===== src/rtl/led_blink_counter.sv =====
// Heartbeat LED: free-running modulo-(CNT_MAX+1) counter toggling led_out on wrap.
// Optional COUNTER_FLAG_EN adds cnt_flag, high during the terminal-count cycle.
module led_blink_counter #(
   parameter int unsigned      CNT_W   = 25,
   parameter logic [CNT_W-1:0] CNT_MAX = 25'd24_999_999
) (
   input  logic sys_clk,
   input  logic sys_rst_n,
`ifdef COUNTER_FLAG_EN
   output logic cnt_flag,
`endif
   output logic led_out
);

   localparam logic [CNT_W-1:0] CNT_ONE = {{(CNT_W-1){1'b0}}, 1'b1};
   localparam logic [CNT_W-1:0] CNT_PRE = CNT_MAX - CNT_ONE;

   logic [CNT_W-1:0] cnt;
   logic             cnt_wrap;

   assign cnt_wrap = (cnt == CNT_MAX);

   // Compare against CNT_MAX keeps cnt from ever reaching 2^CNT_W.
   always_ff @(posedge sys_clk or negedge sys_rst_n) begin
      if (!sys_rst_n) begin
         cnt <= '0;
      end else if (cnt_wrap) begin
         cnt <= '0;
      end else begin
         cnt <= cnt + CNT_ONE;
      end
   end

   always_ff @(posedge sys_clk or negedge sys_rst_n) begin
      if (!sys_rst_n) begin
         led_out <= 1'b0;
      end else if (cnt_wrap) begin
         led_out <= ~led_out;
      end
   end

`ifdef COUNTER_FLAG_EN
   // Registered one edge early so it lines up with cnt == CNT_MAX.
   always_ff @(posedge sys_clk or negedge sys_rst_n) begin
      if (!sys_rst_n) begin
         cnt_flag <= 1'b0;
      end else begin
         cnt_flag <= (cnt == CNT_PRE);
      end
   end
`endif

endmodule


===== config.mk =====
export PLATFORM = sky130hd
export DESIGN_NAME = led_blink_counter
export DESIGN_NICKNAME = d
export VERILOG_FILES = /design/src/rtl/led_blink_counter.sv
export SDC_FILE = /design/constraint.sdc
export NUM_CORES = 1
export LEC_CHECK = 0
export CORE_MARGIN = 2
export CORE_UTILIZATION = 60
export CTS_CLUSTER_DIAMETER = 200
export CTS_CLUSTER_SIZE = 40
export DETAILED_ROUTE_END_ITERATION = 10
export PLACE_DENSITY = 0.74
export SLEW_MARGIN = 10
export SYNTH_ARGS = -nofsm -noshare
export SYNTH_HDL_FRONTEND = slang
export SYNTH_SLANG_ARGS = --single-unit

===== constraint.sdc =====
create_clock -name sys_clk -period 4.96 [get_ports sys_clk]
set_input_delay 1.24 -clock sys_clk [delete_from_list [all_inputs] [get_ports sys_clk]]
set_output_delay 1.24 -clock sys_clk [all_outputs]
set_load 0.01 [all_outputs]

Word-level counts from Yosys, hierarchy flattened
Cells that the tools add are included.
{ "op_classes": {"addsub": 1, "n_eq_ne": 1, "mux": 1, "bitwise": 1} }
{ "op_table": {"columns": ["operator", "count"], "rows": [
  ["25-bit by 1-bit adder with 25-bit output (second input constant)", 1],
  ["25-bit == test (second input constant)", 1],
  ["25-bit two-way mux", 1],
  ["1-bit inverter", 1]
]} }
{ "totals": {"ff_bits": 26, "input_bits": 2, "output_inout_bits": 1, "word_cells": 6} }

Longest topological paths before layout
{ "logic_depth": {"word_depth": 2, "depth_mapped": 7, "ltp_nobuf": 5} }

Worst setup path before layout
No wires, ideal clock.
{ "synth_timing": {"path_kind": "reg2reg", "startpoint": "register cnt[0]", "endpoint": "register cnt[19]", "setup_ps": 130, "arrival_ps": 1521, "required_ps": 4830, "slack_ps": 3310, "stages_incl_launch_ff": 8, "n_path_buf": 2, "synth_period_minus_slack_ps": 1650, "cell_sequence": "dfrtp_1 > ha_1 > and3_1 > buf_2 > nand2_1 > nor4_4 > buf_4 > a21oi_1"} }
{ "synth_via": {"elab_chain_len": 2, "elab_cells_between_ends": 3, "cone_classes": "add/sub: 1; eq/ne: 1; mux: 1"} }
{ "synth_lines": {"columns": ["element", "line_no", "text"], "rows": [
  ["start, declared", "18", "logic [CNT_W-1:0] cnt;"],
  ["start signal, assigned", "30", "cnt <= cnt + CNT_ONE;"],
  ["25-bit by 1-bit adder with 25-bit output or 25-bit == test (tied branches)", "30, 21", null],
  ["25-bit two-way mux (*)", "27", "end else if (cnt_wrap) begin"]
]} }
Every way passes the cells marked *; elsewhere a longest branch is shown, timed or not.
A chain may end at the register's enable or synchronous reset.

Final worst setup path
{ "layout_timing": {"startpoint": "register led_out", "endpoint": "output led_out"} }
{ "layout_lines": {"columns": ["element", "line_no", "text"], "rows": [
  ["start, declared", "12", "output logic led_out"],
  ["start signal, assigned", "38", "led_out <= ~led_out;"]
]} }
No word-level cell between the ends.

==> results.txt <==
- Initial DRT Pass Iterations: 4
* Clock Path Buffers: 2
- Global-route usage over all layers: 21.7%
* Area occupied by multi-input gates: 628 sq um
* Required time reported for the critical path endpoint: 3720 ps
- Tmin final: 2490 ps
- Routed wirelength normalized by instance count: 14.9 um
- Post-route ant nets: 0
- Cells with a size suffix above 1 make up 8.66% of the layout.
* First-pass GRT wire length: 4.17 mm
- Clock-pin slew reported for the worst setup and hold paths after clock tree synthesis: 130 ps
- Entering global routing, the biggest net connects 27 pins.
- Post-CTS repair changed the size of 0 cells.
- Summed over all instances, the cell type with the most area after synthesis is sky130_fd_sc_hd__dfrtp_1.
- Via count of the first global-routing pass: 975
* Num CTS Buffers: 3
- The worst register-to-register path ends at led_out.
- Clock Latency Late Sink: 310 ps
* Syn Area/Cell: 10.5 sq um
- The wire-length estimate of the detail-placed layout is 1.67 mm.
* Worst reg2reg startpoint: cnt[0]
* Achievable frequency: 402 MHz
- Crit. End Element: output port
- Top cell family by delay on the critical path: buffers and inverters
- Initial standard-cell utilization of the core: 61.9%
- # setup viols final: 0
- Horiz. Die Dim: 51.1 um
- At the end of routability-driven placement, the weighted congestion stood at 0.826.
* Count of hold-fix buffers inserted at cts: 0
* Crit-path slowest cell: sky130_fd_sc_hd__clkdlybuf4s50_1
- The number of max-slew violations in the final report came to 0.
- IR analysis of the VDD net gives a maximum drop of 158 uV.
- In this run the number of H-tree levels came out at 1.
* Number of antenna violations at the first check in global routing: 0
- The worst setup path is launched from a flop.
- Global routing finished with a remaining overflow of 0.
* Detailed-route via count: 953
- For the worst flop-to-flop path, the logic depth is 5.
* Final total power: 0.302 mW
- Average vias per placed instance: 6.15
- Kind of critical path: reg2out
- Total Nets Final: 132
* Die outline area: 2610 sq um
- TritonCTS built the clock tree.
- Maximum capacitance violations: 0
- Count of input and output buffers: 2
- Result of the run: finished, final reports clean
- Clock tree synthesis selected as its root buffer the cell sky130_fd_sc_hd__clkbuf_4.
- Cell depth of the worst hold path: 1
* Violation count after the first detailed-route iteration: 15
- Final hold analysis gives a worst-case slack of 486 ps.
- Synth-to-Final Area Change: 2.82%
- Chip height: 51.1 um
- The number of hold violations in the final report was 0.
* Utilization after layout: 63.6%
* Standard cell core area: 2150 sq um
- In the routed design, unresolved DRC markers number 0.
- Synthesis produced a netlist with a net count of 130.
* Area occupied by registers: 651 sq um
- Hold Path Class: reg2reg
- Arrival time worst endpoint: 1250 ps
* Antenna cell count: 0
- After detailed routing, the total wire length is 2.30 mm.
- Peak per-stage delay on the critical path: 550 ps
* Number of synthesized register bits: 26
- After technology mapping, the gate count stands at 127.
- IO Pins: 3
- Clock sinks: 26
* Crit share post-route: 50.2%
- Hold Crit Start: led_out
- In this run the tightest slew margin relative to its limit is 51.0%.
- The clock arrives with 4.92 ps of skew.
- Std-Cell Rows: 17
- Post-synthesis instance area: 1330 sq um
- Pwr/cell area: 221 nW/um^2
- WP depth: 1
* Setup repair after global routing missed its margin: false
* Area share of the largest cell type after synthesis: 49.0%
* Fill cell total of the finished layout: 182
* Slew at the pin closest to its max-slew limit: 730 ps
- Number of distinct library cells after synthesis: 32
* Buffers inserted by post-CTS timing repair: 0
- Static Leakage: 0.600 nW
* Synth warn: 0
* Maximum fanout encountered on the critical timing path: 2
* Total buffers and inverters traversed by the critical path: 1
- Critical path cell sequence: clkdlybuf4s50_1
* Sequential fraction of the synthesis area: 49.0%
* Final sum of negative setup slack: 0 ps
- Worst Hold Path EP: led_out
- Register-to-register path setup slack: 2880 ps
* Main area contributors after synthesis: sky130_fd_sc_hd__dfrtp_1 (49%), sky130_fd_sc_hd__xnor2_1 (4.0%), sky130_fd_sc_hd__xor2_1 (4.0%)
-- cells in the final DEF (no fill, tap or decap), drive strengths merged --
cell	netlist	layout
and4bb	1	1
or4	4	4
or3	5	5
inv	4	4
a21oi	9	9
nor3	3	3
or2	1	1
and2	1	1
mux2i	1	1
ha	1	1
clkbuf	0	3
and4	4	4
o21ai	6	6
o31ai	5	5
nor4	2	2
xnor2	6	6
nor4b	1	1
and3	3	3
dfrtp	26	26
buf	5	1
clkdlybuf4s50	0	1
xor2	6	6
nand2b	2	2
nor2	5	5
nand2	7	7
nor2b	1	1
o221ai	1	1
nand3	10	10
nand4	7	7
-- sequential cells by signal (all words and copies together) (netlist names) --
register and flops:
led_out 1, cnt 25
-- layer usage --
layer	track usage, %	part of all wire, %
met1	27.2	45
met2	35.7	50
met3	4.09	2.6
met4	10.8	2.1
met5	0	0
-- worst max-delay path by stage --
stage	end	slack, ps	start
6_report	led_out	2470	led_out
5_1_grt	led_out	2430	led_out
4_1_cts	led_out	2470	led_out
3_5_place_dp	cnt[14]	2340	sys_rst_n
3_3_place_gp	cnt[13]	2370	sys_rst_n
2_1_floorplan	cnt[19]	3310	cnt[0]
-- cells by family (layout without fill, tap and decap cells) --
kind of cell / after synthesis / count (layout) / share of synthesized area [%]
simple gates: 57 / 57 / 28.5
flops: 26 / 26 / 49.0
compound gates: 21 / 21 / 9.13
xor+xnor: 12 / 12 / 7.91
buf+inv: 9 / 9 / 3.77
fa+ha+maj: 1 / 1 / 0.941
mux: 1 / 1 / 0.753
-- synthesized netlist by cell type --
library cell and n:
sky130_fd_sc_hd__nand4_1 4, sky130_fd_sc_hd__or3_1 5, sky130_fd_sc_hd__ha_1 1, sky130_fd_sc_hd__buf_4 4, sky130_fd_sc_hd__and4bb_2 1, sky130_fd_sc_hd__inv_1 4
sky130_fd_sc_hd__nor4_1 1, sky130_fd_sc_hd__nand3_1 10, sky130_fd_sc_hd__nor3_1 3, sky130_fd_sc_hd__xnor2_1 6, sky130_fd_sc_hd__and2_1 1, sky130_fd_sc_hd__a21oi_1 9
sky130_fd_sc_hd__nand2_1 7, sky130_fd_sc_hd__or4_1 4, sky130_fd_sc_hd__and4_4 1, sky130_fd_sc_hd__or2_2 1, sky130_fd_sc_hd__dfrtp_1 26, sky130_fd_sc_hd__nor4_4 1
sky130_fd_sc_hd__nor2b_1 1, sky130_fd_sc_hd__nand4_2 2, sky130_fd_sc_hd__xor2_1 6, sky130_fd_sc_hd__nor4b_1 1, sky130_fd_sc_hd__o21ai_0 6, sky130_fd_sc_hd__nor2_1 5
sky130_fd_sc_hd__buf_2 1, sky130_fd_sc_hd__nand2b_1 2, sky130_fd_sc_hd__and4_1 3, sky130_fd_sc_hd__o31ai_1 5, sky130_fd_sc_hd__and3_1 3, sky130_fd_sc_hd__mux2i_1 1
sky130_fd_sc_hd__o221ai_1 1, sky130_fd_sc_hd__nand4_4 1
-- stage by stage --
step	setup slack, ps	instance area [sq um]	cells
after global routing	2430	1370	155
final	2470	1370	155
after global placement	2370	1350	152
after floorplan	3310	1330	127
after CTS	2470	1370	155
after detailed placement	2340	1350	152
-- power by group --
part | leakage (nW) | total (mW) | switching (mW) | internal (mW)
clock network | 0.0138 | 0.0863 | 0.0579 | 0.0284
logic | 0.237 | 0.00410 | 0.00381 | 0.000282
registers | 0.349 | 0.212 | 0 | 0.212
total | 0.600 | 0.302 | 0.0617 | 0.241
-- worst register-to-register path, delay by kind of cell, from the launching register on --
| kind | cells | cell delay, ps |
|---|---|---|
| xor gates and xnor gates | 1 | 140 |
| DFF | 1 | 410 |
| and+or+nand+nor | 3 | 1210 |
| adders and majority gates | 1 | 190 |
-- layout make-up --
class                      count  share of cell area, %
clock buffer                   3                   1.65
sequential                    26                   47.6
tap                           28                   2.56
inverter                       4                   1.10
timing repair buffer           2                   1.10
multi-input combinational     92                   46.0
Power figures use the tool's default switching activity.
